File: src/rtl/truth_table_sweeper.sv
// Walks a combinational DUT through all 2^N_IN input vectors, captures its truth table
// and compares it with a latched expected table. Define SWEEP_STOP_ON_FAIL_EN to end the sweep at the first mismatch.
module truth_table_sweeper #(
    parameter int N_IN   = 4,
    parameter int SETTLE = 1
) (
    input  logic                    clk,
    input  logic                    rst_n,
    input  logic                    start,
    input  logic [(2**N_IN)-1:0]    expected,
    output logic [N_IN-1:0]         dut_in,
    input  logic                    dut_out,
    output logic                    busy,
    output logic                    done,
    output logic                    pass,
    output logic [N_IN:0]           fail_count,
    output logic [N_IN-1:0]         first_fail_idx,
    output logic [(2**N_IN)-1:0]    captured
);

    localparam int TW = 2**N_IN;
    localparam logic [3:0]      SETTLE_CNT = 4'(SETTLE);
    localparam logic [N_IN-1:0] IDX_LAST   = '1;

    typedef enum logic [1:0] {
        IDLE,
        WAIT,
        SAMPLE,
        FINISH
    } state_t;

    state_t              state, state_n;
    logic [N_IN-1:0]     idx, idx_n;
    logic [3:0]          cnt, cnt_n;
    logic [TW-1:0]       expected_q, expected_q_n;
    logic [TW-1:0]       captured_n;
    logic [N_IN:0]       fail_count_n;
    logic [N_IN-1:0]     first_fail_idx_n;
    logic                busy_n, done_n, pass_n;
    logic                mismatch, last;

    assign dut_in = idx;

    always_ff @(posedge clk or negedge rst_n) begin
        if (!rst_n) begin
            state          <= IDLE;
            idx            <= '0;
            cnt            <= '0;
            expected_q     <= '0;
            captured       <= '0;
            fail_count     <= '0;
            first_fail_idx <= '0;
            busy           <= 1'b0;
            done           <= 1'b0;
            pass           <= 1'b0;
        end else begin
            state          <= state_n;
            idx            <= idx_n;
            cnt            <= cnt_n;
            expected_q     <= expected_q_n;
            captured       <= captured_n;
            fail_count     <= fail_count_n;
            first_fail_idx <= first_fail_idx_n;
            busy           <= busy_n;
            done           <= done_n;
            pass           <= pass_n;
        end
    end

    always_comb begin
        state_n          = state;
        idx_n            = idx;
        cnt_n            = cnt;
        expected_q_n     = expected_q;
        captured_n       = captured;
        fail_count_n     = fail_count;
        first_fail_idx_n = first_fail_idx;
        busy_n           = busy;
        done_n           = 1'b0;
        pass_n           = pass;
        mismatch         = 1'b0;
        last             = 1'b0;

        case (state)
            IDLE: begin
                if (start) begin
                    expected_q_n     = expected;
                    captured_n       = '0;
                    fail_count_n     = '0;
                    first_fail_idx_n = '0;
                    pass_n           = 1'b0;
                    idx_n            = '0;
                    busy_n           = 1'b1;
                    cnt_n            = SETTLE_CNT;
                    state_n          = (SETTLE == 0) ? SAMPLE : WAIT;
                end
            end

            WAIT: begin
                cnt_n = cnt - 4'd1;
                if (cnt <= 4'd1) begin
                    state_n = SAMPLE;
                end
            end

            SAMPLE: begin
                captured_n[idx] = dut_out;
                mismatch        = (dut_out != expected_q[idx]);
                if (mismatch) begin
                    fail_count_n = fail_count + 1'b1;
                    if (fail_count == '0) begin
                        first_fail_idx_n = idx;
                    end
                end
                last = (idx == IDX_LAST);
`ifdef SWEEP_STOP_ON_FAIL_EN
                last = last || mismatch;
`endif
                // done/pass are registered on entry to FINISH so they are visible during it
                if (last) begin
                    state_n = FINISH;
                    busy_n  = 1'b0;
                    done_n  = 1'b1;
                    pass_n  = (fail_count_n == '0);
                end else begin
                    idx_n   = idx + 1'b1;
                    cnt_n   = SETTLE_CNT;
                    state_n = (SETTLE == 0) ? SAMPLE : WAIT;
                end
            end

            FINISH: begin
                state_n = IDLE;
            end

            default: begin
                state_n = IDLE;
            end
        endcase
    end

endmodule

File: config.mk
export PLATFORM = sky130hd
export DESIGN_NAME = truth_table_sweeper
export DESIGN_NICKNAME = d
export VERILOG_FILES = /design/src/rtl/truth_table_sweeper.sv
export SDC_FILE = /design/constraint.sdc
export NUM_CORES = 1
export LEC_CHECK = 0
export CORE_ASPECT_RATIO = 0.75
export CORE_MARGIN = 8
export CORE_UTILIZATION = 35
export DETAILED_ROUTE_END_ITERATION = 8
export PLACE_DENSITY = 0.66
export RECOVER_POWER = 100
export SLEW_MARGIN = 20
export SYNTH_ARGS = -nofsm -noshare
export SYNTH_HDL_FRONTEND = slang
export SYNTH_SLANG_ARGS = --single-unit
File: constraint.sdc
create_clock -name clk -period 4.65 [get_ports clk]
set_clock_uncertainty 0.05 [all_clocks]
set_input_delay 0.465 -clock clk [delete_from_list [all_inputs] [get_ports clk]]
set_output_delay 0.465 -clock clk [all_outputs]
set_load 0.005 [all_outputs]
# Word level (Yosys, flattened, before mapping)

Cells that the tools add are included.

Register bits after elaboration: 54
Logic and storage cells: 72
Output and inout port bits: 32
Input bits: 20

Mux-type cells: 32
Eq/ne operators: 11
Reductions and logical operators: 13
Add/sub/neg operators: 3
Order comparisons: 3

Operators with widths:

| kind                                                                                 | number |
|---|---|
| 16-bit one-hot mux with 2 select lines                                               | 1 |
| 4-bit 2-to-1 mux                                                                     | 6 |
| 16-bit bitwise mux                                                                   | 1 |
| 16-bit 2-to-1 mux                                                                    | 1 |
| 4-bit one-hot mux with 2 select lines                                                | 2 |
| 5-bit 2-to-1 mux                                                                     | 3 |
| 2-bit != test (second input constant)                                                | 6 |
| 4-bit one-hot mux with 3 select lines                                                | 1 |
| 5-bit logical NOT                                                                    | 2 |
| 5-bit one-hot mux with 2 select lines                                                | 1 |
| 3-bit AND reduction                                                                  | 3 |
| 1-bit 2-to-1 mux                                                                     | 8 |
| 2-bit one-hot mux with 4 select lines                                                | 1 |
| 2-bit 2-to-1 mux                                                                     | 3 |
| 2-bit AND reduction                                                                  | 3 |
| 5-bit by 1-bit adder with 5-bit output (second input constant)                       | 1 |
| 4-bit by 5-bit < comparator with 1-bit output (second input constant)                | 1 |
| 4-bit by 1-bit adder with 4-bit output (second input constant)                       | 1 |
| 1-bit binary-select mux with 4-bit select                                            | 1 |
| 1-bit demux with 4-bit select                                                        | 1 |
| 2-bit == test (second input constant)                                                | 2 |
| 4-bit == test (second input constant)                                                | 1 |
| 4-bit by 1-bit greater-or-equal comparator with 1-bit output (second input constant) | 1 |
| 4-bit by 1-bit <= comparator with 1-bit output (second input constant)               | 1 |
| other kinds (9)                                                                      | 10 |

# Longest topological paths before layout

Depth in word-level cells: 8
Depth in mapped cells: 8
Gate-level depth less buffers: 6

# Worst setup path before layout

No wires, ideal clock.

Path type: reg2reg
From: register idx[0] (netlist: dut_in[0])
To: register pass
Path buffers: 2
Required time: 4.470 ns
Setup slack: 2.548 ns
Stages on the path, launching flop included: 9
Arrival: 1.921 ns
Clock period less this slack: 2.102 ns
Library setup time: 0.130 ns
Cells stage by stage: dfrtp_1 -> buf_6 -> mux4_1 -> a22oi_2 -> a21oi_1 -> and3b_1 -> buf_6 -> mux2i_1 -> o31ai_2

Cells in the longest elaborated chain, start to end: 8
Elaborated cells on any way between the ends: 11
Those cells by class: eq/ne (3); mux (6); reduce/logical (2)

Ends and longest elaborated chain:

| what                                      | line | text |
|---|---|---|
| start, declared                           | 33   | `logic [N_IN-1:0] idx, idx_n;` |
| start signal, assigned                    | 58   | `idx <= idx_n;` |
| 1-bit binary-select mux with 4-bit select | 108  | `mismatch = (dut_out != expected_q[idx]);` |
| 1-bit 2-to-1 mux (implied by the code)    | 108  |  |
| 1-bit != test                             | 108  |  |
| 5-bit 2-to-1 mux                          | 109  | `if (mismatch) begin` |
| 5-bit 2-to-1 mux                          | 84   | `case (state)` |
| 5-bit logical NOT                         | 124  | `pass_n = (fail_count_n == '0);` |
| 1-bit 2-to-1 mux                          | 120  | `if (last) begin` |
| 1-bit one-hot mux with 2 select lines     | 84   |  |
| end signal, assigned                      | 66   | `pass <= pass_n;` |
| end, declared                             | 15   | `output logic pass,` |

Parallel ways exist; a longest one is shown, timed or not. The select of a mux whose other input is x is not followed.
A chain may end at the register's enable or synchronous reset.

# Worst setup path after layout

From: register state[0]
To: register captured[1]

Cells in the longest elaborated chain, start to end: 3
Elaborated cells on any way between the ends: 6
Those cells by class: eq/ne (2); mux (1); reduce/logical (3)

Ends and longest elaborated chain:

| what                                                                        | line | text |
|---|---|---|
| start, declared                                                             | 32   | `state_t state, state_n;` |
| start signal, assigned                                                      | 57   | `state <= state_n;` |
| 2-bit == test / 2-bit logical NOT (equally long branches)                   | 84   |  |
| 2-bit nonzero test (no source line) / 2-bit != test (equally long branches) | --   |  |
| 2-bit AND reduction (no source line)                                        | --   |  |
| end signal, assigned                                                        | 61   | `captured <= captured_n;` |
| end, declared                                                               | 18   | `output logic [(2**N_IN)-1:0] captured` |

Parallel ways exist; a longest one is shown, timed or not.

==> flow_summary.json <==
{
  "status": "finished, violations left",
  "violations": "capacitance limit, slew limit",
  "num-fill-cells": 752,
  "r2r-end": "captured[1]$_DFFE_PN0P_",
  "cellPowerDensity_nw_per_um2": 439,
  "drive_gt1_frac": 0.0485,
  "synth_top_area_share": 0.500,
  "rr_startpoint": "state[0]$_DFFE_PN0P_",
  "maxSlewViolCount": 91,
  "rsz0062_at_grt": "false",
  "max_stage_delay_ns": 1.45,
  "worst_pin_slew_ns": 2.87,
  "syn2layout_area_growth_pct": 23.9,
  "overflow": 0,
  "io_buffers": 51,
  "peakVddDrop_mv": 0.165,
  "drt_iter0_drc": 161,
  "use_met3": 0.0398,
  "synthCells": 284,
  "clk_latency_ns": 0.30,
  "viasPerCell": 5.11,
  "crit_required_ns": 4.80,
  "cts_sinks": 54,
  "start_util": 0.364,
  "p_sw_mw": 0.543,
  "crit_fanout": 35,
  "grt_pass1_vias": 2230,
  "grt.total_usage": 0.125,
  "cts_hold_buf": 0,
  "synth-seq-cells": 54,
  "async_reset_ff_frac": 1.00,
  "via_count": 2204,
  "core_area_sq_um": 7430,
  "post-route-min-period_ns": 2.93,
  "power.internal_mw": 0.926,
  "dr.pass1.iters": 4,
  "power_switching_share": 0.370,
  "htree_levels": 2,
  "synth_seq_area_share": 0.500,
  "fin_util": 0.451,
  "busiest_layer": "met2",
  "finalSetupViolCount": 0,
  "crit_chain": "inv_1 > nand2_1 > or2_0 > o311ai_0 > o41ai_1",
  "leakage_nw": 1.62,
  "path_buf_inv": 1,
  "pwr-share-clk": 0.188,
  "cts_tree": "done",
  "gp_congestion": 0.850,
  "slowest_stage": "or2_0",
  "synth_top_flop_cell": "dfrtp_1",
  "r2r_slack_ns": 1.72,
  "drc_errors": 0,
  "reg2reg_depth": 5,
  "cts_resized": 0,
  "wirelength_microns": 6630,
  "grt_max_degree": 55,
  "n_antenna_cell": 0,
  "root_buffer": "clkbuf_8",
  "syn_avg_cell_area_sq_um": 9.52,
  "ys_warn_count": 0,
  "arrival_ns": 3.08,
  "clk_path_buf_depth": 2,
  "die_area_sq_um": 10800,
  "wl_per_cell_microns": 15.4,
  "place_hpwl_microns": 4750,
  "drv_cap": 2,
  "hold_slack_ns": 0.429,
  "hp-class": "reg2reg",
  "grt_use_met2": 0.184,
  "timing.final.crit_share": 0.631,
  "chipWidth_microns": 117,
  "core.rowCount": 27,
  "synth_cell_types": 39,
  "yosysTopAreaCell": "dfrtp_1",
  "antenna_found_initial": 0,
  "seqPwrFrac": 0.468,
  "synthTopCellsByCount": "75 x nand2_1, 54 x dfrtp_1, 16 x o21ai_0",
  "synth.most_common_cell": "nand2_1",
  "nets": 357,
  "cts_setup_buffers": 0,
  "fmax_ghz": 0.341,
  "power_frac_comb": 0.345,
  "maxSlewHeadroom": -0.911,
  "clkTransAtPathRegs_ns": 0.09,
  "timing_worst_setup_path_type": "reg2reg",
  "ios": 52,
  "die_h_microns": 92.1,
  "p_total_mw": 1.47,
  "hold_violations": 0,
  "antenna_left": 0,
  "use_met1": 0.176,
  "cp-startpoint": "state[0]$_DFFE_PN0P_",
  "syn-cell-area_sq_um": 2700,
  "cp.depth": 5,
  "startpoint_type": "register",
  "numCtsBuffers": 5,
  "synth_nets": 312,
  "grt_pass1_wl_microns": 11300,
  "cp-end-kind": "register",
  "synth_edf_count": 0,
  "endpoint": "captured[1]$_DFFE_PN0P_",
  "synthTopCellsByArea": "dfrtp_1 50%, nand2_1 10%, ha_1 3.7%",
  "fin_setup_tns_ns": 0,
  "crit_family": "simple AND/OR/NAND/NOR gates"
}
## sequential cells by signal (all words and copies together) (netlist names)
name            flops
captured           16
expected_q         16
fail_count          5
cnt                 4
dut_in              4
first_fail_idx      4
state               2
busy                1
done                1
pass                1
## worst reg2reg max path, stage by stage (launching register included)
cell and delay [ns]:
dfrtp_1 0.51, inv_1 0.15, nand2_1 0.12, or2_0 1.45, o311ai_0 0.41, o41ai_1 0.15
## metrics by stage
| stage | instance area (sq um) | std cells | setup WS (ns) |
|---|---|---|---|
| 6_report | 3350 | 431 | 1.72 |
| 5_1_grt | 3350 | 431 | 1.11 |
| 4_1_cts | 3370 | 431 | 2.00 |
| 3_5_place_dp | 3280 | 423 | 2.01 |
| 3_3_place_gp | 3280 | 423 | 2.07 |
| 2_1_floorplan | 2700 | 284 | 2.55 |
## layer usage
metal	vias up	share of wire
li1	1076	-
met1	1057	0.49
met2	66	0.43
met3	5	0.071
met4	0	0.0044
met5	-	0
## kinds of logic after synthesis
| logic type | after synthesis | synth area share |
|---|---|---|
| AO/OA/AOI/OAI | 61 | 0.155 |
| XOR/XNOR | 1 | 0.00324 |
| adder cells (fa/ha/maj) | 8 | 0.0370 |
| buffers and inverters | 26 | 0.0421 |
| flip-flops | 54 | 0.500 |
| multiplexers | 11 | 0.0620 |
| AND/OR/NAND/NOR | 123 | 0.201 |
## how the worst min path moves through the flow
stage / startpoint / to / cells after the start
6_report: expected_q[0]$_DFFE_PN0P_ / expected_q[0]$_DFFE_PN0P_ / 2
2_1_floorplan: rst_n / busy$_DFFE_PN0P_ / 0
5_1_grt: expected_q[0]$_DFFE_PN0P_ / expected_q[0]$_DFFE_PN0P_ / 2
4_1_cts: rst_n / expected_q[13]$_DFFE_PN0P_ / 2
3_3_place_gp: expected_q[2]$_DFFE_PN0P_ / expected_q[2]$_DFFE_PN0P_ / 2
3_5_place_dp: expected_q[0]$_DFFE_PN0P_ / expected_q[0]$_DFFE_PN0P_ / 2
## cell type report
type	count	area, sq um	area share
clock inverter	2	12.5	0.00374
inverter	11	41.3	0.0123
multi-input combinational	204	1220	0.364
clock buffer	6	82.6	0.0247
tap	101	126	0.0377
timing repair buffer	53	517	0.154
sequential	54	1350	0.403
## power groups by stage
stage	combinational (mW)	sequential (mW)	clock [mW]
3_5_place_dp	0.533	0.696	0
6_report	0.507	0.687	0.276
2_1_floorplan	0.408	0.648	0
4_1_cts	0.536	0.688	0.283
3_3_place_gp	0.521	0.694	0
5_1_grt	0.582	0.705	0.303
## cell usage in the layout (no fill, tap or decap), types with 3 or more instances in the layout
cell	netlist	final
clkdlybuf4s50_1	0	18
o211ai_1	6	6
a21oi_1	13	13
o311ai_0	3	3
dlygate4sd3_1	0	32
nor2b_1	5	5
ha_1	8	8
nand3_1	13	13
dfrtp_1	54	54
inv_1	11	11
o41ai_1	4	4
nor3_1	6	6
mux2i_1	7	7
nor2_1	13	13
nand2_1	75	75
clkbuf_8	0	6
o31ai_1	8	8
o21ai_0	16	16
(Power assumes the default switching activity.)
==> patch, RTL diff (config.mk and constraints unchanged) <==
The option `SWEEP_STOP_ON_FAIL_EN` is turned on by a define.
--- a/src/rtl/truth_table_sweeper.sv
+++ b/src/rtl/truth_table_sweeper.sv
@@ -1,5 +1,7 @@
 // Walks a combinational DUT through all 2^N_IN input vectors, captures its truth table
 // and compares it with a latched expected table. Define SWEEP_STOP_ON_FAIL_EN to end the sweep at the first mismatch.
+`define SWEEP_STOP_ON_FAIL_EN
+
 module truth_table_sweeper #(
     parameter int N_IN   = 4,
     parameter int SETTLE = 1
Formal check against the unedited RTL: not equivalent (Yosys sat finds a counterexample within 4 cycles, from zero or initial values and one cycle with rst_n low).
==> patch against the unedited design <==
  * The flow still finishes with violations (max-capacitance violations, max-slew violations)
  * Critical path depth down 3
  * Setup slack better by 0.13 ns
  * Critical endpoint is now fail_count[0]
  * Design area grew 2.9%
  * Area after synthesis rose by 2.3%
  * Combinational power grew 19%
  * Largest power group unchanged
  * Total power grew 6.4%
  * Count of clock-buffer cells in the layout grew 1
  * Sequential cell count stayed put
  * Via count rose by 2.6%
  * Wire length is 2.1% higher
==> patch: results (changes against the unedited design) <==
The run finished, with violations left. The final reports fail on max-capacitance violations, max-slew violations. The count of buffers added by post-CTS timing repair for setup is 0 (unchanged). The fill cell total of the finished layout came out at 783 (+4.1%). For this design, the slowest cell found on the critical path is sky130_fd_sc_hd__clkbuf_1. The slew at the pin closest to its max-slew limit came to 2.828 ns (-0.03949 ns). The max capacitance violation total came out at 1 (-1). The filler-free cell count of the finished design is 451 (+4.6%). The maximum number of pins on one net before global-route repair came out at 55 (unchanged). The total number of nets in the final design came out at 373 (+4.5%). The number of diodes is 0 (unchanged). The count of routing violations after the opening detailed-route iteration came to 122 (-24%).

The global-route congestion overflow total came out at 0 (unchanged). In the post-synthesis netlist, the biggest area contributors are sky130_fd_sc_hd__dfrtp_1, sky130_fd_sc_hd__nand2_1, sky130_fd_sc_hd__mux2i_1. The leakage power figure came out at 1.674 nW (+3.6%). The share of layout cells above drive strength 1 came out at 5.780% (+0.93 points). The total half-perimeter wirelength after legalization and detailed placement came out at 4980 um (+4.9%). The number of warnings printed during yosys synthesis came out at 0 (unchanged). Counting instances in the post-synthesis netlist gives the leading cell types as sky130_fd_sc_hd__nand2_1, sky130_fd_sc_hd__dfrtp_1, sky130_fd_sc_hd__o21ai_0, sky130_fd_sc_hd__nor2_1, sky130_fd_sc_hd__mux2i_1. The final number of max-transition violations is 55 (-40%).

The largest registers in the layout are captured (16), expected_q (16), fail_count (5). In this run the worst hold path is classified as register to register. The maximum fanout along the worst path is 54 (+54%).

The gate family responsible for the most delay along the worst path is buffers and inverters. The count of unique library cells instantiated by Yosys was 42 (+7.7%). The post-synthesis sequential area ratio came out at 48.87% (-1.1 points). The gate count after technology mapping came out at 298 (+4.9%). The global-route wire length before repair is 11450 um (+1.3%). The cell count after placement is 443 (+4.7%). The via count normalized by instance count is 5.013 (-2.0%). The number of search-and-repair iterations in the first detailed-routing pass is 4 (unchanged). The global routing usage summed across all routing layers came to 12.54% (+0.087 points). The clock insertion delay at the later pin of the skew report is 0.30 ns (about the same). The post-synthesis net count is 326 (+4.5%).

The instance area after placement is 3361 um^2 (+2.5%). The global placement routability congestion came out at 0.8174 (-3.8%). The cell chosen for the clock root is sky130_fd_sc_hd__clkbuf_8. The share of flip-flops with an asynchronous set or reset after synthesis came out at 100.0% (unchanged). The delay of the slowest cell on the worst path came to 2.00 ns (+0.55 ns).

The worst supply voltage drop on vdd is 0.0002575 V (+56%). The final routed wire length divided by cell count came to 15.02 um (-2.4%). The maximum level of the CTS H-tree came out at 2 (unchanged).

The post-placement setup slack came to 1.966 ns (-0.04824 ns). The critical path arrival came out at 2.56 ns (-0.52 ns). The number of global-route vias before repair is 2301 (+3.2%). The clock buffer count from CTS came out at 5 (unchanged).
==> patch: changes by cell type after synthesis, moves of 4 or more <==
cell and change:
sky130_fd_sc_hd__mux2i_1 +7, sky130_fd_sc_hd__a21oi_1 -6, sky130_fd_sc_hd__o31ai_1 -5, sky130_fd_sc_hd__nand3_1 -6
sky130_fd_sc_hd__nor3_1 -4, sky130_fd_sc_hd__o41ai_1 -4, sky130_fd_sc_hd__nand4_1 +12
==> patch: final timing paths <==
kind	cells after the start	to	slack, ns	start
max	2	fail_count[0]	1.85	rst_n
min	2	expected_q[1]	0.44	expected_q[1]
max reg2reg	7	pass	2.07	dut_in[1]
min reg2reg	2	expected_q[1]	0.44	expected_q[1]
max in group clk	7	pass	2.07	dut_in[1]
min in group asynchronous	2	captured[8]	1.11	rst_n
==> patch: where the power goes <==
part	total (W)	switching (W)	internal, W
sequential	0.000688	0.000103	0.000585
clock	0.000274	0.000153	0.000121
combinational	0.000602	0.000342	0.000260
total	0.00156	0.000598	0.000966
==> patch: layout make-up <==
| cell class | instances | share of cell area, % |
|---|---|---|
| inverter | 10 | 1.089 |
| sequential | 54 | 39.20 |
| multi-input combinational | 221 | 38.26 |
| clock inverter | 1 | 0.1452 |
| timing repair buffer | 53 | 14.99 |
| tap | 105 | 3.811 |
| clock buffer | 7 | 2.505 |
==> patch: metal layers <==
layer / wire, um / track usage [%] / share of wire, %
met1: 3365 / 17.23 / 50
met2: 2933 / 18.91 / 43
met3: 433 / 3.974 / 6.4
met4: 39 / 2.833 / 0.58
met5: 0 / 0 / 0
==> patch: kinds of logic after synthesis <==
| kind of cell | Yosys count | synth area share [%] |
|---|---|---|
| flip-flops | 54 | 48.87 |
| XOR/XNOR | 3 | 0.9504 |
| AND/OR/NAND/NOR | 131 | 21.18 |
| AO/OA/AOI/OAI | 64 | 16.52 |
| multiplexers | 15 | 5.475 |
| adder cells (fa/ha/maj) | 8 | 3.620 |
| buffers and inverters | 23 | 3.394 |
==> patch: per-stage QoR <==
step / hold slack, ns / util [%]
floorplan: 0.1194 / -
global placement: 0.4082 / 43.21
detailed placement: 0.4121 / 43.21
global route: 0.4546 / 44.32
CTS: 0.2595 / 44.39
finish: 0.4354 / 44.32
